**config.mk**
```make
export PLATFORM = sky130hd
export DESIGN_NAME = cellrv32_npu_dispatch_coordinator
export DESIGN_NICKNAME = d
export VERILOG_FILES = /design/src/rtl/cellrv32_npu_package.sv /design/src/rtl/cellrv32_npu_inst_fifo.sv /design/src/rtl/cellrv32_npu_dispatch_coordinator.sv
export SDC_FILE = /design/constraint.sdc
export NUM_CORES = 1
export LEC_CHECK = 0
export ABC_AREA = 0
export BUFFER_PORTS_ARGS = -buffer_cell sky130_fd_sc_hd__buf_2
export CAP_MARGIN = 20
export CORE_MARGIN = 1.5
export CORE_UTILIZATION = 35
export CTS_CLUSTER_SIZE = 12
export DETAILED_ROUTE_END_ITERATION = 12
export GPL_TIMING_DRIVEN = 0
export SLEW_MARGIN = 40
export SYNTH_ARGS = -nofsm -noshare
export SYNTH_HDL_FRONTEND = slang
export SYNTH_HIERARCHICAL = 1
export SYNTH_SLANG_ARGS = --single-unit
export TNS_END_PERCENT = 100
```
**constraint.sdc**
```tcl
create_clock -name clk_i -period 4.4 [get_ports clk_i]
set_clock_uncertainty 0.1 [all_clocks]
set_input_delay 0.88 -clock clk_i [delete_from_list [all_inputs] [get_ports clk_i]]
set_output_delay 0.88 -clock clk_i [all_outputs]
set_load 0.03 [all_outputs]
```
**src/rtl/cellrv32_npu_package.sv**
```systemverilog
// cellrv32_npu_package: NPU instruction types, opcode class bits, dispatch classes and FSM states.
package cellrv32_npu_package;

    localparam logic [7:0] NPU_OP_SYNC    = 8'hFF;
    localparam int         NPU_ACT_BIT    = 7;
    localparam int         NPU_MATRIX_BIT = 5;
    localparam int         NPU_WEIGHT_BIT = 3;

    typedef struct packed {
        logic [7:0]  opcode;
        logic [15:0] calc_length;
        logic [15:0] op_address;
        logic [31:0] buffer_address;
    } instruction_t;

    typedef struct packed {
        logic [7:0]  opcode;
        logic [15:0] calc_length;
        logic [15:0] weight_address;
        logic [31:0] buffer_address;
    } weight_instruction_t;

    typedef enum logic [2:0] {NOP, WEIGHT, MATRIX, ACT, SYNC} npu_disp_class_t;
    typedef enum logic {IDLE, SYNC_WAIT} npu_disp_state_t;

    function automatic weight_instruction_t to_weight_instruction(input instruction_t i);
        return '{opcode: i.opcode, calc_length: i.calc_length,
                 weight_address: i.op_address, buffer_address: i.buffer_address};
    endfunction

    function automatic npu_disp_class_t npu_decode_class(input logic [7:0] opcode);
        return opcode == NPU_OP_SYNC    ? SYNC   :
               opcode[NPU_ACT_BIT]      ? ACT    :
               opcode[NPU_MATRIX_BIT]   ? MATRIX :
               opcode[NPU_WEIGHT_BIT]   ? WEIGHT : NOP;
    endfunction

endpackage

```
**src/rtl/cellrv32_npu_inst_fifo.sv**
```systemverilog
// cellrv32_npu_inst_fifo: power-of-two instruction queue with registered head, level and flush.
module cellrv32_npu_inst_fifo
    import cellrv32_npu_package::*;
#(
    parameter int DEPTH = 4
) (
    input  logic                     clk_i,
    input  logic                     rstn_i,
    input  logic                     flush_i,
    input  logic                     push_i,
    input  instruction_t             data_i,
    input  logic                     pop_i,
    output instruction_t             head_o,
    output logic                     empty_o,
    output logic                     full_o,
    output logic [$clog2(DEPTH):0]   level_o
);

    localparam int AW = $clog2(DEPTH);

    instruction_t    mem_q [DEPTH];
    logic [AW-1:0]   wr_q, rd_q;
    logic [AW:0]     level_q;
    logic            do_push, do_pop;

    assign empty_o = level_q == '0;
    assign full_o  = level_q == (AW+1)'(DEPTH);
    assign level_o = level_q;
    assign head_o  = mem_q[rd_q];
    assign do_push = push_i && !full_o;
    assign do_pop  = pop_i && !empty_o;

    always_ff @(posedge clk_i or negedge rstn_i) begin
        if (!rstn_i) begin
            wr_q    <= '0;
            rd_q    <= '0;
            level_q <= '0;
            for (int i = 0; i < DEPTH; i++) mem_q[i] <= '0;
        end else if (flush_i) begin
            wr_q    <= '0;
            rd_q    <= '0;
            level_q <= '0;
        end else begin
            if (do_push) begin
                mem_q[wr_q] <= data_i;
                wr_q        <= wr_q + 1'b1;
            end
            if (do_pop) rd_q <= rd_q + 1'b1;
            level_q <= level_q + (AW+1)'(do_push) - (AW+1)'(do_pop);
        end
    end

endmodule

```
**src/rtl/cellrv32_npu_dispatch_coordinator.sv**
```systemverilog
// cellrv32_npu_dispatch_coordinator: queued NPU dispatch with SYNC watchdog; CELLRV32_NPU_DISPATCH_PERF_EN adds perf counters.
module cellrv32_npu_dispatch_coordinator
    import cellrv32_npu_package::*;
#(
    parameter int FIFO_DEPTH   = 4,
    parameter int SYNC_TIMEOUT = 1024
) (
    input  logic                          clk_i,
    input  logic                          rstn_i,
    input  logic                          enable_i,
    input  logic                          flush_i,
    input  instruction_t                  inst_i,
    input  logic                          inst_valid_i,
    output logic                          inst_ready_o,
    output logic [$clog2(FIFO_DEPTH):0]   fifo_level_o,
    input  logic                          wei_busy_i,
    input  logic                          wei_resource_busy_i,
    output weight_instruction_t           wei_inst_o,
    output logic                          wei_inst_en_o,
    input  logic                          matrix_busy_i,
    input  logic                          matrix_resource_busy_i,
    output instruction_t                  matrix_inst_o,
    output logic                          matrix_inst_en_o,
    input  logic                          activation_busy_i,
    input  logic                          activation_resource_busy_i,
    output instruction_t                  activation_inst_o,
    output logic                          activation_inst_en_o,
    output logic                          syn_o,
    output logic                          timeout_o
`ifdef CELLRV32_NPU_DISPATCH_PERF_EN
    ,
    output logic [31:0]                   perf_issue_cnt_o,
    output logic [31:0]                   perf_stall_cnt_o
`endif
);

    localparam int              CW   = SYNC_TIMEOUT > 0 ? $clog2(SYNC_TIMEOUT + 1) : 1;
    localparam logic [CW-1:0]   TMAX = CW'(SYNC_TIMEOUT);

    instruction_t       head;
    logic               empty, full, pop, head_go, res_busy;
    logic               wei_go, mat_go, act_go, syn_go;
    npu_disp_class_t    cls;
    npu_disp_state_t    state_q;
    logic [CW-1:0]      count_q;
    logic               timeout_q;

    cellrv32_npu_inst_fifo #(.DEPTH(FIFO_DEPTH)) u_fifo (
        .clk_i   (clk_i),
        .rstn_i  (rstn_i),
        .flush_i (flush_i),
        .push_i  (inst_valid_i && inst_ready_o),
        .data_i  (inst_i),
        .pop_i   (pop),
        .head_o  (head),
        .empty_o (empty),
        .full_o  (full),
        .level_o (fifo_level_o)
    );

    assign inst_ready_o      = !full && !flush_i;
    assign cls               = npu_decode_class(head.opcode);
    assign head_go           = !empty && enable_i && !flush_i;
    assign res_busy          = wei_resource_busy_i || matrix_resource_busy_i || activation_resource_busy_i;
    assign wei_inst_o        = to_weight_instruction(head);
    assign matrix_inst_o     = head;
    assign activation_inst_o = head;

    always_comb begin
        wei_go = head_go && state_q == IDLE && cls == WEIGHT && !wei_busy_i;
        mat_go = head_go && state_q == IDLE && cls == MATRIX && !matrix_busy_i;
        act_go = head_go && state_q == IDLE && cls == ACT && !matrix_busy_i && !activation_busy_i;
        syn_go = head_go && state_q == SYNC_WAIT && !res_busy;
        pop    = wei_go || mat_go || act_go || syn_go || (head_go && state_q == IDLE && cls == NOP);
    end

    assign wei_inst_en_o        = wei_go;
    assign matrix_inst_en_o     = mat_go;
    assign activation_inst_en_o = act_go;
    assign syn_o                = syn_go;
    assign timeout_o            = timeout_q;

    always_ff @(posedge clk_i or negedge rstn_i) begin
        if (!rstn_i) begin
            state_q   <= IDLE;
            count_q   <= '0;
            timeout_q <= 1'b0;
        end else if (flush_i) begin
            state_q   <= IDLE;
            count_q   <= '0;
            timeout_q <= 1'b0;
        end else if (head_go) begin
            if (state_q == IDLE) begin
                if (cls == SYNC) begin
                    state_q <= SYNC_WAIT;
                    count_q <= '0;
                end
            end else if (!res_busy) begin
                state_q <= IDLE;
            end else if (count_q != TMAX) begin
                count_q   <= count_q + 1'b1;
                timeout_q <= timeout_q || (count_q + 1'b1 == TMAX);
            end
        end
    end

`ifdef CELLRV32_NPU_DISPATCH_PERF_EN
    logic [31:0] issue_q, stall_q;

    assign perf_issue_cnt_o = issue_q;
    assign perf_stall_cnt_o = stall_q;

    always_ff @(posedge clk_i or negedge rstn_i) begin
        if (!rstn_i) begin
            issue_q <= '0;
            stall_q <= '0;
        end else if (flush_i) begin
            issue_q <= '0;
            stall_q <= '0;
        end else begin
            issue_q <= issue_q + 32'(wei_go || mat_go || act_go || syn_go);
            stall_q <= stall_q + 32'(head_go && !pop);
        end
    end
`endif

endmodule

```
==> run summary, run 1 <==
Setup WS post-layout = 152 ps
DRT Pass-1 Iters = 4
leading cell type in the layout, fill and taps excluded = buf_2
post-route ant nets = 0
Crit Path Max Fanout = 10
CTS buffer count = 38
synth warn = 6
Final Setup Violations = 0
Die Ht = 220 µm
CP Launch Type = flip-flop
clk slew on worst S/H paths = 60 ps
most frequent CP cell = buf_2
VDD IR-drop max = 0.523 mV
Total Wirelength = 36900 µm
pin count of the biggest net entering global routing = 77
Synth Net Count = 1108
Core Util, Final = 43.6%
PwrDens = 678 nW/µm²
relative slew slack = 49.5%
CTS tree = yes
Slowest-stage cell, CP = or4_1
Port Buffers = 307
synthesized area per cell = 16.2 µm²
Synth Cell Area = 16400 µm²
status = finished, final reports clean
flops & latches, synth = 308
biggest cell delay along the critical path = 560 ps
Top FF cell, synth = dfrtp_1
Hold Path Class = in2async
H-tree Lvls = 2
Post-synth EDFFs = 0
Fmax = 235 MHz
initial drt markers = 437
Nets = 1461
post-DP HPWL = 24700 µm
Vias = 9389
worst skew pair latency = 540 ps
filler cell count = 4208
Layout Cell Area excl Fill = 20300 µm²
total leakage power = 9.65 nW
vias in the first global route = 9710
min Tclk post-route = 4250 ps
Fin Setup TNS = 0 ps
pre-CTS WS = -148 ps
synthesis-to-finish area growth = 23.4%
I/O pin count = 308
dpl cell area = 18900 µm²
Die X = 220 µm
# rows = 79
Worst Path Required = 3420 ps
grt ovf = 0
largest buffer count on any clock path = 3
fin. max-slew vios = 0
DIE AREA = 48200 µm²
Fin. Hold Viols = 0
RSZ-0062 raised after global routing = no
DRC = 0
register area share after synthesis = 46.9%
initial antenna violation count = 4
fraction of registers with async set/reset = 100%
routed length per instance = 18.4 µm
crit path DAT = 3270 ps
Max-Cap Viols = 0
Reg2Reg Setup Slack = 260 ps
vias per std cell = 4.68
layout cells sized above 1 = 66.7%
Starting Density = 35.4%
first-pass GRT wire length = 57400 µm
RePlAce Congestion = 0.783
synth unique cells = 49
root buffer cell = clkbuf_16
final worst-path cycle share = 96.6%
clock sinks = 308
critical path class = reg2out
commonest cells after routing, fill and taps aside = buf_2, dfrtp_1, mux2_4, buf_4, mux4_2
CP Capture Type = output pin
ant diodes = 0
Worst Tran Pin Value = 757 ps
GRT Resource Usage Total = 15.5%
critical-path cell list = clkbuf_4 > buf_2 > mux4_2 > nand4_1 > nor2_1 > or4_1 > nor4b_2 > buf_2
total core area = 46500 µm²
Syn Inst Count = 1016
[synthesized netlist by cell type, drive strengths merged, types with 5 or more instances]
cell	number	share of area, %
inv	13	0.30
mux2	289	26
nand4	5	0.28
clkbuf	8	0.18
mux4	72	9.9
nor2	14	0.32
dfrtp	308	47
o21ai	14	0.43
and3	6	0.35
buf	193	11
a21oi	6	0.18
ha	8	0.61
nand2	12	0.27
nor3	13	0.40
nand3	7	0.24
[per-stage QoR]
stage,cells,hold slack [ps],total power [mW]
4_1_cts,2004,79.5,13.9
6_report,2005,107,13.7
3_3_place_gp,1930,363,10.3
3_5_place_dp,1935,374,10.4
2_1_floorplan,1016,352,8.95
5_1_grt,2005,97.4,14.5
[layout make-up]
class | count | area [µm²] | area share, %
flip-flops and latches | 308 | 7710 | 38.0
multi-input cells | 494 | 6840 | 33.8
plain buffers | 201 | 1860 | 9.15
repair buffers | 313 | 1680 | 8.28
clock buffers | 57 | 1190 | 5.85
well taps | 607 | 759 | 3.75
clock inverters | 12 | 190 | 0.938
inverters | 13 | 48.8 | 0.241
[what timing repair did]
item	CTS	global route
gates resized for setup	7	3
buffers inserted	0	1
endpoints found under the setup margin	4	3
hold buffers	0	0
[critical path, delay by kind of cell (launching register included)]
family	cells	cell delay, ps
simple gates	4	1090
flops	1	340
mux	1	440
buf+inv	3	880
[worst paths after layout]
path,start,end,cells past startpoint
setup / recovery,u_fifo/rd_q[1]$_DFFE_PN0P_,activation_inst_en_o,8
hold / removal,rstn_i,u_fifo/mem_q[241]$_DFFE_PN0P_,1
setup reg to reg,u_fifo/rd_q[1]$_DFFE_PN0P_,u_fifo/level_o[2]$_DFF_PN0_,17
hold reg to reg,u_fifo/mem_q[103]$_DFFE_PN0P_,u_fifo/mem_q[103]$_DFFE_PN0P_,1
max in group asynchronous,rstn_i,u_fifo/mem_q[279]$_DFFE_PN0P_,5
min in group clk_i,u_fifo/mem_q[103]$_DFFE_PN0P_,u_fifo/mem_q[103]$_DFFE_PN0P_,1
[logic make-up after synthesis]
logic type / synth area share, %
adders and majority gates: 0.731
and+or+nand+nor: 3.20
AOI/OAI and AO/OA: 1.18
DFF: 46.9
muxes: 36.2
xor gates and xnor gates: 0.267
buffers and inverters: 11.5
[state kept, by name (all words and copies together), names as in the netlist]
signal,cells
count_q,11
state_q,1
timeout_o,1
u_fifo/level_o,3
u_fifo/mem_q,288
u_fifo/rd_q,2
u_fifo/wr_q,2
[routing by layer]
layer	vias up	GRT usage (%)	part of all wire, %
met5	-	0	0.12
met4	8	3.76	1.7
met3	49	3.74	5.4
met2	254	23.7	46
met1	4830	22.0	47
li1	4248	-	-
[power by group]
group          leakage (nW)  internal, mW  switching (mW)
sequential             4.02          3.66           0.458
clock                 0.675          2.15            1.23
combinational          4.96          2.94            3.31
Note: power is estimated with default switching activity, not from simulation.
==> run 2: changes to the inputs <==
CAP_MARGIN = not set   (was 20)
CORE_MARGIN = 4   (was 1.5)
CORE_UTILIZATION = 56   (was 35)
PLACE_DENSITY = 0.8   (was not set)
==> run summary, run 2 (synthesis gave the netlist of run 1 again) <==
# rows = 62
total core area = 28800 µm²
Slowest-stage cell, CP = mux4_2
relative slew slack = 51.8%
CTS Hold Buffers Added = 0
critical-path cell list = buf_6 > buf_6 > mux4_2 > nand4_1 > nor2_1 > or4_1 > nor4b_1 > buf_2
worst skew pair latency = 490 ps
Fin. Hold Viols = 0
first-pass GRT wire length = 55600 µm
dpl cell area = 18600 µm²
critical path class = reg2out
Hold Path Class = in2async
routed length per instance = 19.8 µm
final worst-path cycle share = 93.7%
Pwr Total = 13.3 mW
biggest cell delay along the critical path = 590 ps
Top reg by flops = u_fifo/mem_q
pin count of the biggest net entering global routing = 78
clock sinks = 308
crit path DAT = 3140 ps
Layout Cell Area excl Fill = 19700 µm²
Max-Cap Viols = 0
post-DP HPWL = 23900 µm
register share of total power = 31.2%
Internal = 8.37 mW
Nets = 1457
Vias = 9443
CTS buffer count = 35
RSZ-0062 raised after global routing = no
RePlAce Congestion = 0.846
Die Ht = 179 µm
I/O pin count = 308
ant diodes = 0
min Tclk post-route = 4120 ps
switching power = 4.94 mW
clock share of power = 21.6%
clk slew on worst S/H paths = 60 ps
root buffer cell = clkbuf_16
post-route ant nets = 0
PwrDens = 675 nW/µm²
Hold Slack = 175 ps
most frequent CP cell = buf_6
Setup WS post-layout = 277 ps
vias per std cell = 5.34
vias in the first global route = 10.0k
Fmax = 243 MHz
initial drt markers = 515
synthesis-to-finish area growth = 20.1%
fin. max-slew vios = 0
max reg flops = 288
Crit Path Max Fanout = 10
initial antenna violation count = 3
commonest cells after routing, fill and taps aside = buf_2, dfrtp_1, mux2_4, buf_4, mux4_2
GRT Resource Usage Total = 21.8%
Core Util, Final = 68.5%
layout cells sized above 1 = 66.3%
Total Wirelength = 35000 µm
DRC = 0
pre-CTS WS = -129 ps
grt ovf = 0
WP buf/inv = 3
leading cell type in the layout, fill and taps excluded = buf_2
H-tree Lvls = 2
Worst Tran Pin Value = 724 ps
Reg2Reg Setup Slack = 360 ps
CP Capture Type = output pin
filler cell count = 1915
switching share of power = 37.1%
DRT Pass-1 Iters = 4
VDD IR-drop max = 0.521 mV
Port Buffers = 307
total leakage power = 9.52 nW
Starting Density = 57.1%
Worst Path Required = 3420 ps
largest buffer count on any clock path = 3
DIE AREA = 32100 µm²
status = finished, final reports clean
Crit path max-delay family = simple AND/OR/NAND/NOR gates
combinational power share = 47.2%
CTS tree = yes
Final Setup Violations = 0
Die X = 179 µm
CP Launch Type = flip-flop
==> run 2: changes by cell type in the layout (fill, tap and decap cells not counted), moves of 2 or more <==
cell	change
nor4b_1	+2
clkinv_2	-2
buf_12	-2
clkbuf_8	-6
clkbuf_16	-4
bufinv_16	-2
nor4b_2	-2
==> run 2: final timing paths <==
check | cells past startpoint | to | startpoint
setup / recovery | 8 | matrix_inst_en_o | u_fifo/rd_q[0]$_DFFE_PN0P_
setup reg to reg | 17 | u_fifo/level_o[2]$_DFF_PN0_ | u_fifo/rd_q[0]$_DFFE_PN0P_
hold / removal | 1 | u_fifo/mem_q[241]$_DFFE_PN0P_ | rstn_i
min in group clk_i | 1 | u_fifo/mem_q[31]$_DFFE_PN0P_ | u_fifo/mem_q[31]$_DFFE_PN0P_
hold reg to reg | 1 | u_fifo/mem_q[31]$_DFFE_PN0P_ | u_fifo/mem_q[31]$_DFFE_PN0P_
max in group asynchronous | 3 | u_fifo/mem_q[68]$_DFFE_PN0P_ | rstn_i
==> run 2: area by class of cell <==
cell class | instances | area (µm²) | area share [%]
clock buffers | 47 | 1000 | 5.09
multi-input cells | 494 | 6830 | 34.6
repair buffers | 312 | 1660 | 8.44
well taps | 384 | 480 | 2.44
clock inverters | 9 | 129 | 0.653
flip-flops and latches | 308 | 7710 | 39.1
inverters | 13 | 48.8 | 0.247
plain buffers | 201 | 1860 | 9.42
==> run 2: power groups by stage <==
| stage | Clock [mW] | Combinational [mW] | Sequential [mW] |
|---|---|---|---|
| 2_1_floorplan | 0 | 4.95 | 4.00 |
| 3_3_place_gp | 0 | 6.18 | 4.12 |
| 3_5_place_dp | 0 | 6.32 | 4.15 |
| 4_1_cts | 2.95 | 6.33 | 4.15 |
| 5_1_grt | 3.07 | 6.63 | 4.24 |
| 6_report | 2.87 | 6.28 | 4.16 |
==> run 2: layer usage <==
layer  global-route usage [%]  routed length [µm]  up-vias
li1                         -                   -     4225
met1                     30.8               15200     4893
met2                     36.0               17200      277
met3                     3.77                1950       44
met4                     4.47                 593        4
met5                        0                  26        -
==> run 2: repair_timing <==
action / 4_1_cts / 5_1_grt
setup buffers: 0 / 1
resized for setup: 3 / 7
endpoints found under the setup margin: 3 / 3
==> run 2: metrics by stage <==
step	TNS, ps	std cells
floorplan	0	1016
global placement	-1005820	1707
detailed placement	-129	1711
CTS	0	1767
global route	0	1768
finish	0	1768
==> run 3: changes to the inputs <==
BUFFER_PORTS_ARGS = -buffer_cell sky130_fd_sc_hd__buf_4   (was -buffer_cell sky130_fd_sc_hd__buf_2)
==> run summary, run 3 (synthesis gave the netlist of run 1 again) <==
initial antenna violation count = 0
clock sinks = 308
Hold Path Class = in2async
dpl cell area = 19300 µm²
ant diodes = 0
layout cells sized above 1 = 66.1%
DIE AREA = 32100 µm²
Worst Path Required = 3420 ps
vias per std cell = 5.36
initial drt markers = 479
largest buffer count on any clock path = 3
Die X = 179 µm
area of the multi-input gates = 6830 µm²
Worst Tran Pin Value = 708 ps
max reg flops = 288
total core area = 28800 µm²
DRT Pass-1 Iters = 4
worst skew pair latency = 490 ps
clk slew on worst S/H paths = 60 ps
Vias = 9463
post-route ant nets = 0
status = finished, final reports clean
pre-CTS WS = -481 ps
Layout Cell Area excl Fill = 20500 µm²
CP Capture Type = output pin
Port Buffers = 307
H-tree Lvls = 2
final worst-path cycle share = 97.4%
Setup WS post-layout = 115 ps
relative slew slack = 52.8%
Crit Path Max Fanout = 11
I/O pin count = 308
CTS buffer count = 34
# rows = 62
Total Wirelength = 35400 µm
Nets = 1454
first-pass GRT wire length = 55900 µm
RePlAce Congestion = 0.837
GRT Resource Usage Total = 21.9%
fin. max-slew vios = 0
vias in the first global route = 10.2k
critical-path cell list = clkbuf_2 > mux4_2 > nand4_1 > nor2_1 > or4_1 > nor4b_1 > buf_4
commonest cells after routing, fill and taps aside = buf_4, dfrtp_1, mux2_4, mux4_2, clkbuf_16
filler cell count = 1918
min Tclk post-route = 4280 ps
leading cell type in the layout, fill and taps excluded = buf_4
Fin. Hold Viols = 0
Starting Density = 57.1%
Max-Cap Viols = 0
RSZ-0062 raised after global routing = no
PwrDens = 681 nW/µm²
biggest cell delay along the critical path = 590 ps
FF+latch area = 7710 µm²
Final Setup Violations = 0
# Post-CTS Setup Buffers = 0
CP Launch Type = flip-flop
crit path DAT = 3300 ps
Top reg by flops = u_fifo/mem_q
Fmax = 233 MHz
Non-Filler Instances = 1767
routed length per instance = 20.0 µm
root buffer cell = clkbuf_16
Slowest-stage cell, CP = dfrtp_2
critical path class = reg2out
post-DP HPWL = 24300 µm
CTS tree = yes
grt ovf = 0
DRC = 0
total leakage power = 9.76 nW
placed cell count = 1711
VDD IR-drop max = 0.457 mV
Die Ht = 179 µm
pin count of the biggest net entering global routing = 74
synthesis-to-finish area growth = 24.7%
run 3: cell count changes in the layout (fill, tap and decap cells not counted), sizes merged:
cell / before / now
clkinvlp: 2 / 0
buf: 505 / 504
clkbuf: 55 / 58
inv: 14 / 13
run 3: area by class of cell:
type	count	area share (%)
sequential	308	37.7
multi-input combinational	494	33.4
timing repair buffer	311	11.8
buffer	200	9.03
clock buffer	51	5.02
tap	384	2.35
clock inverter	6	0.513
inverter	13	0.238
run 3: stage by stage:
| step | utilization [%] | power [mW] | setup TNS [ps] | hold slack [ps] |
|---|---|---|---|---|
| 5_1_grt | 71.1 | 14.6 | 0 | 158 |
| 3_5_place_dp | 67.2 | 11.1 | -725 | 372 |
| 2_1_floorplan | - | 8.95 | 0 | 352 |
| 6_report | 71.1 | 13.9 | 0 | 162 |
| 4_1_cts | 71.1 | 14.1 | 0 | 149 |
| 3_3_place_gp | 66.7 | 10.9 | -97010 | 362 |
run 3: critical path, delay by kind of cell (launching register included):
kind,cells,cell delay [ps]
AND/OR/NAND/NOR,4,1110
buffers and inverters,2,640
flip-flops,1,590
multiplexers,1,460
run 3: power breakdown:
group | internal (mW) | total (mW) | switching (mW)
registers | 3.66 | 4.15 | 0.487
logic | 3.51 | 6.93 | 3.41
clock network | 1.78 | 2.87 | 1.09
run 3: what timing repair did:
item,4_1_cts,5_1_grt
resized for setup,4,2
setup endpoints to repair,5,1
hold buffers,0,0
pin swaps,0,0
hold endpoints to repair,0,0
run 3: layer usage:
metal,track usage [%],up-vias,share of wire (%)
met5,0,-,0
met4,4.73,0,1.6
met3,3.90,46,5.8
met2,36.4,272,49
met1,30.5,4931,44
li1,-,4214,-
run 3: final timing paths:
path	cells past startpoint	slack, ps	endpoint	startpoint
setup / recovery	7	120	activation_inst_en_o	u_fifo/rd_q[1]$_DFFE_PN0P_
hold / removal	1	160	u_fifo/mem_q[169]$_DFFE_PN0P_	rstn_i
hold reg to reg	1	390	u_fifo/mem_q[31]$_DFFE_PN0P_	u_fifo/mem_q[31]$_DFFE_PN0P_
setup reg to reg	16	170	u_fifo/level_o[2]$_DFF_PN0_	u_fifo/rd_q[1]$_DFFE_PN0P_
min in group clk_i	1	390	u_fifo/mem_q[31]$_DFFE_PN0P_	u_fifo/mem_q[31]$_DFFE_PN0P_
max in group asynchronous	3	2990	u_fifo/mem_q[286]$_DFFE_PN0P_	rstn_i
